[src/rtl/qsys_sdram_cpu_oci_dct_capture.sv]
// Debug-capture-trace buffer: circular trace store with wrap/stop-on-full,
// post-trigger capture window, then freeze and oldest-first drain.
module qsys_sdram_cpu_oci_dct_capture #(
  parameter int DCT_WIDTH = 30,
  parameter int DEPTH     = 16,
  parameter int POST_TRIG = 4
) (
  input  logic                       clk,
  input  logic                       reset,
  input  logic                       arm,
  input  logic                       mode_wrap,
  input  logic                       dct_valid,
  input  logic [DCT_WIDTH-1:0]       dct_word,
  input  logic                       test_ending,
  input  logic                       rd_en,
  output logic [DCT_WIDTH-1:0]       rd_data,
  output logic                       rd_valid,
  output logic [DCT_WIDTH-1:0]       dct_buffer,
  output logic [$clog2(DEPTH):0]     dct_count,
  output logic                       overflow,
  output logic                       test_has_ended,
  output logic [1:0]                 state
);

  localparam int AW = $clog2(DEPTH);
  localparam logic [AW-1:0] PTR_ONE   = 1;
  localparam logic [AW:0]   CNT_ONE   = 1;
  localparam logic [AW:0]   CNT_FULL  = (AW+1)'(DEPTH);
  localparam logic [AW:0]   POST_INIT = (AW+1)'(POST_TRIG);

  typedef enum logic [1:0] {
    S_IDLE    = 2'd0,
    S_CAPTURE = 2'd1,
    S_POST    = 2'd2,
    S_ENDED   = 2'd3
  } st_t;

  st_t                  st;
  logic [DCT_WIDTH-1:0] mem [DEPTH];
  logic [AW-1:0]        wr_ptr, rd_ptr;
  logic [AW:0]          post_cnt;
  logic                 full, capturing, mem_we;

  assign state     = st;
  assign full      = (dct_count == CNT_FULL);
  assign capturing = (st == S_CAPTURE) || (st == S_POST);
  // A full buffer only accepts the word when overwriting the oldest entry
  assign mem_we    = !arm && capturing && dct_valid && (!full || mode_wrap);

  always_ff @(posedge clk) begin
    if (mem_we) mem[wr_ptr] <= dct_word;
  end

  always_ff @(posedge clk or posedge reset) begin
    if (reset) begin
      st             <= S_IDLE;
      wr_ptr         <= '0;
      rd_ptr         <= '0;
      dct_count      <= '0;
      post_cnt       <= '0;
      rd_data        <= '0;
      dct_buffer     <= '0;
      rd_valid       <= 1'b0;
      overflow       <= 1'b0;
      test_has_ended <= 1'b0;
    end else begin
      rd_valid <= 1'b0;
      if (arm) begin
        st             <= S_CAPTURE;
        wr_ptr         <= '0;
        rd_ptr         <= '0;
        dct_count      <= '0;
        post_cnt       <= '0;
        overflow       <= 1'b0;
        test_has_ended <= 1'b0;
      end else begin
        case (st)
          S_CAPTURE, S_POST: begin
            if (dct_valid) begin
              if (!full) begin
                wr_ptr     <= wr_ptr + PTR_ONE;
                dct_count  <= dct_count + CNT_ONE;
                dct_buffer <= dct_word;
              end else if (mode_wrap) begin
                wr_ptr     <= wr_ptr + PTR_ONE;
                rd_ptr     <= rd_ptr + PTR_ONE;
                dct_buffer <= dct_word;
                overflow   <= 1'b1;
              end else begin
                overflow   <= 1'b1;
              end
            end
            // Trigger-cycle word is pre-trigger; dropped words still burn the window
            if (st == S_CAPTURE) begin
              if (test_ending) begin
                if (POST_TRIG == 0) begin
                  st             <= S_ENDED;
                  test_has_ended <= 1'b1;
                end else begin
                  st       <= S_POST;
                  post_cnt <= POST_INIT;
                end
              end
            end else if (dct_valid) begin
              post_cnt <= post_cnt - CNT_ONE;
              if (post_cnt == CNT_ONE) begin
                st             <= S_ENDED;
                test_has_ended <= 1'b1;
              end
            end
          end
          S_ENDED: begin
            if (rd_en && (dct_count != '0)) begin
              rd_data   <= mem[rd_ptr];
              rd_valid  <= 1'b1;
              rd_ptr    <= rd_ptr + PTR_ONE;
              dct_count <= dct_count - CNT_ONE;
            end
          end
          default: ;
        endcase
      end
    end
  end

endmodule

[config.mk]
export PLATFORM = sky130hd
export DESIGN_NAME = qsys_sdram_cpu_oci_dct_capture
export DESIGN_NICKNAME = d
export VERILOG_FILES = /design/src/rtl/qsys_sdram_cpu_oci_dct_capture.sv
export SDC_FILE = /design/constraint.sdc
export NUM_CORES = 1
export LEC_CHECK = 0
export ABC_AREA = 1
export BUFFER_PORTS_ARGS = -buffer_cell sky130_fd_sc_hd__buf_4
export CAP_MARGIN = 20
export CORE_MARGIN = 4
export CORE_UTILIZATION = 45
export CTS_CLUSTER_DIAMETER = 30
export CTS_CLUSTER_SIZE = 12
export DETAILED_ROUTE_END_ITERATION = 12
export PLACE_DENSITY = 0.7
export SETUP_SLACK_MARGIN = 0.02
export SLEW_MARGIN = 10
export SYNTH_ARGS = -nofsm -noshare
export SYNTH_HDL_FRONTEND = slang
export SYNTH_SLANG_ARGS = --single-unit
[constraint.sdc]
create_clock -name clk -period 4.53 [get_ports clk]
set_input_delay 0.906 -clock clk [delete_from_list [all_inputs] [get_ports clk]]
set_output_delay 0.906 -clock clk [all_outputs]
set_load 0.01 [all_outputs]
==> impl_metrics.env <==
export IMPL_port_buffers=106
export IMPL_top_layer_used="met4"
export IMPL_fmaxAchievable_mhz=317
export IMPL_finalPower_mw=17.9
export IMPL_wl_met2_mm=28.3
export IMPL_synth_warnings=0
export IMPL_cp_slowest_cell="o21a_2"
export IMPL_hpwl_mm=34.3
export IMPL_place_area_um2=25200
export IMPL_setup_tns_ns=0
export IMPL_die_width_um=238
export IMPL_met1_length_mm=24.0
export IMPL_synth_edf_count=480
export IMPL_hold_class="in -> async"
export IMPL_dieArea_um2=56800
export IMPL_post_route_period_util=0.696
export IMPL_drt_pass1_iter_count=6
export IMPL_drc=0
export IMPL_ant_nets=0
export IMPL_cp_required_ns=4.78
export IMPL_fin_hold_ws_ns=0.457
export IMPL_grt_pass1_vias=16100
export IMPL_cts_buffers=101
export IMPL_routed_via_count=16300
export IMPL_finalMaxSlewViolations=0
export IMPL_status="finished, final reports clean"
export IMPL_synthFlopType="edfxtp_1"
export IMPL_timing_final_crit_period_ns=3.15
export IMPL_insertion_delay_ns=0.62
export IMPL_rsz0062_at_grt="false"
export IMPL_cap_viol_max_count=0
export IMPL_yosysSeqAreaShare=0.691
export IMPL_drtIter0Drc=1455
export IMPL_arrival_ns=3.40
export IMPL_grtUsageTotal=0.206
export IMPL_via_per_inst=5.18
export IMPL_post_place_ws_ns=1.12
export IMPL_core_um2=52600
export IMPL_antenna_found_initial=0
export IMPL_grt_max_degree=259
export IMPL_clkTransAtPathRegs_ns=0.05
export IMPL_crit_path_end_kind="register"
export IMPL_syn_area_um2=23900
export IMPL_design_area_um2=28600
export IMPL_cts_setup_buffers=0
export IMPL_cts_path_max_buffers=3
export IMPL_cts_sinks=563
export IMPL_powerDensity_nw_per_um2=627
export IMPL_worstSetupStartpoint="state[0]$_DFFE_PP0P_"
export IMPL_syn_num_nets=2305
export IMPL_grt_overflow=0
export IMPL_yosysUniqueCellTypes=31
export IMPL_cp_start_kind="register"
export IMPL_tightest_slew_ns=1.30
export IMPL_dr_wl_met3_mm=4.43
export IMPL_start_util=0.454
export IMPL_r2r_start="state[0]$_DFFE_PP0P_"
export IMPL_worstSetupPathType="reg -> reg"
export IMPL_wl_per_cell_um=18.8
export IMPL_postSynth_asyncResetShare=0.147
export IMPL_leakagePower_nw=12.1
export IMPL_drive_gt1_frac=0.146
export IMPL_ir_worst_vdd_uv=505
export IMPL_setup_viol=0
export IMPL_htree_num_levels=3
export IMPL_setup_slack_ns=1.38
export IMPL_finalNetCount=2432
export IMPL_die_y_um=238
export IMPL_maxSlewHeadroom=0.134
export IMPL_cts_resized=0
export IMPL_root_buffer="clkbuf_16"
export IMPL_io_pins=107
export IMPL_wirelength_mm=59.5
export IMPL_gp_congestion=0.838
export IMPL_crit_chain="ha_1 -> nor2_1 -> o21a_2 -> nand2_4 -> nor3_2 -> buf_4"
export IMPL_grt_pass1_wl_mm=91.1
export IMPL_fin_skew_ns=0.0255
export IMPL_cts_hold_buf=0
export IMPL_hold_viol=0
export IMPL_yosys_register_bits=563
export IMPL_n_antenna_cell=0
export IMPL_crit_path_max_fanout=46
export IMPL_area_delta_synth_final_pct=19.8
export IMPL_cts_tree="done"
export IMPL_syn_avg_cell_area_um2=10.6
export IMPL_rows=84
export IMPL_critPathMaxStageDelay_ns=0.58
export IMPL_synth_cells=2255
synth_stat cells, drive strengths merged (2+ instances only):
cell    number  area, um2
ha          12        150
nor2        11       43.8
a21oi        8       40.0
xor2         4       35.0
nand3b       2       15.0
nand2      877       3300
nor3        18       90.1
or2         18        113
o21ai       19       95.1
nand4        3       18.8
clkbuf      19       72.6
dfrtp       83       2080
nand3      374       1870
inv        223        840
buf         99        629
edfxtp     480      14400
kinds of logic (layout without fill, tap and decap cells):
group                    Yosys count  after routing  synth area share
AO/OA/AOI/OAI                     30             30           0.00666
XOR/XNOR                           4              4           0.00147
adder cells (fa/ha/maj)           13             13           0.00713
buffers and inverters            342            555            0.0648
flip-flops                       563            563             0.691
AND/OR/NAND/NOR                 1303           1303             0.229
final cells by class:
cell class / count / area (um2)
Clock buffer: 123 / 2760
Clock inverter: 66 / 614
Fill cell: 4343 / 24000
Inverter: 224 / 850
Multi-Input combinational cell: 1350 / 5900
Sequential cell: 563 / 16500
Tap cell: 688 / 861
Timing Repair Buffer: 142 / 1100
critical path, delay by kind of cell (launching register included):
| family | cells | cell delay, ns |
|---|---|---|
| and+or+nand+nor | 3 | 0.98 |
| buffers and inverters | 1 | 0.44 |
| AOI/OAI and AO/OA | 1 | 0.58 |
| DFF | 1 | 0.41 |
| adders and majority gates | 1 | 0.36 |
stage by stage:
| stage | util | std cells |
|---|---|---|
| finish | 0.544 | 3156 |
| global route | 0.544 | 3156 |
| CTS | 0.544 | 3156 |
| detailed placement | 0.480 | 2967 |
| global placement | 0.480 | 2967 |
| floorplan | - | 2255 |
cells in the final DEF, fill, tap and decap left out, types with 14 or more instances in the layout:
master	synthesis	routed
o21ai_0	19	19
buf_4	24	139
clkinvlp_4	0	14
inv_6	0	18
edfxtp_1	480	480
clkinv_2	0	14
nand2_1	875	875
dfrtp_1	83	80
nor3_2	0	16
nand3_1	374	374
clkbuf_16	0	105
inv_1	219	218
or2_2	18	18
power breakdown:
part	total (mW)	internal, mW	leakage (nW)	switching (mW)
combinational	4.25	1.40	5.13	2.85
clock	7.30	4.71	1.62	2.59
sequential	6.38	6.06	5.37	0.313
total	17.9	12.2	12.1	5.76
flip-flops by register name, summed over array words and instances, names as in the netlist, 2 cells and up:
name	count
rd_ptr	4
mem	480
rd_data	30
dct_buffer	30
post_cnt	5
dct_count	5
wr_ptr	4
state	2
worst paths after layout:
kind / to / slack [ns] / depth (start not counted)
setup / recovery: mem[8][23]$_DFFE_PP_ / 1.38 / 6
hold / removal: dct_buffer[19]$_DFFE_PP0P_ / 0.46 / 2
setup reg to reg: mem[8][23]$_DFFE_PP_ / 1.38 / 6
hold reg to reg: rd_data[28]$_DFFE_PP0P_ / 0.48 / 2
max in group asynchronous: rd_data[4]$_DFFE_PP0P_ / 3.11 / 3
min in group clk: rd_data[28]$_DFFE_PP0P_ / 0.48 / 2
layer usage:
metal  vias to the layer above  global-route usage
met5                         -                   0
met4                         0               0.105
met3                       133              0.0380
met2                       699               0.328
met1                      7771               0.273
li1                       7733                   -
Power figures use the tool's default switching activity.
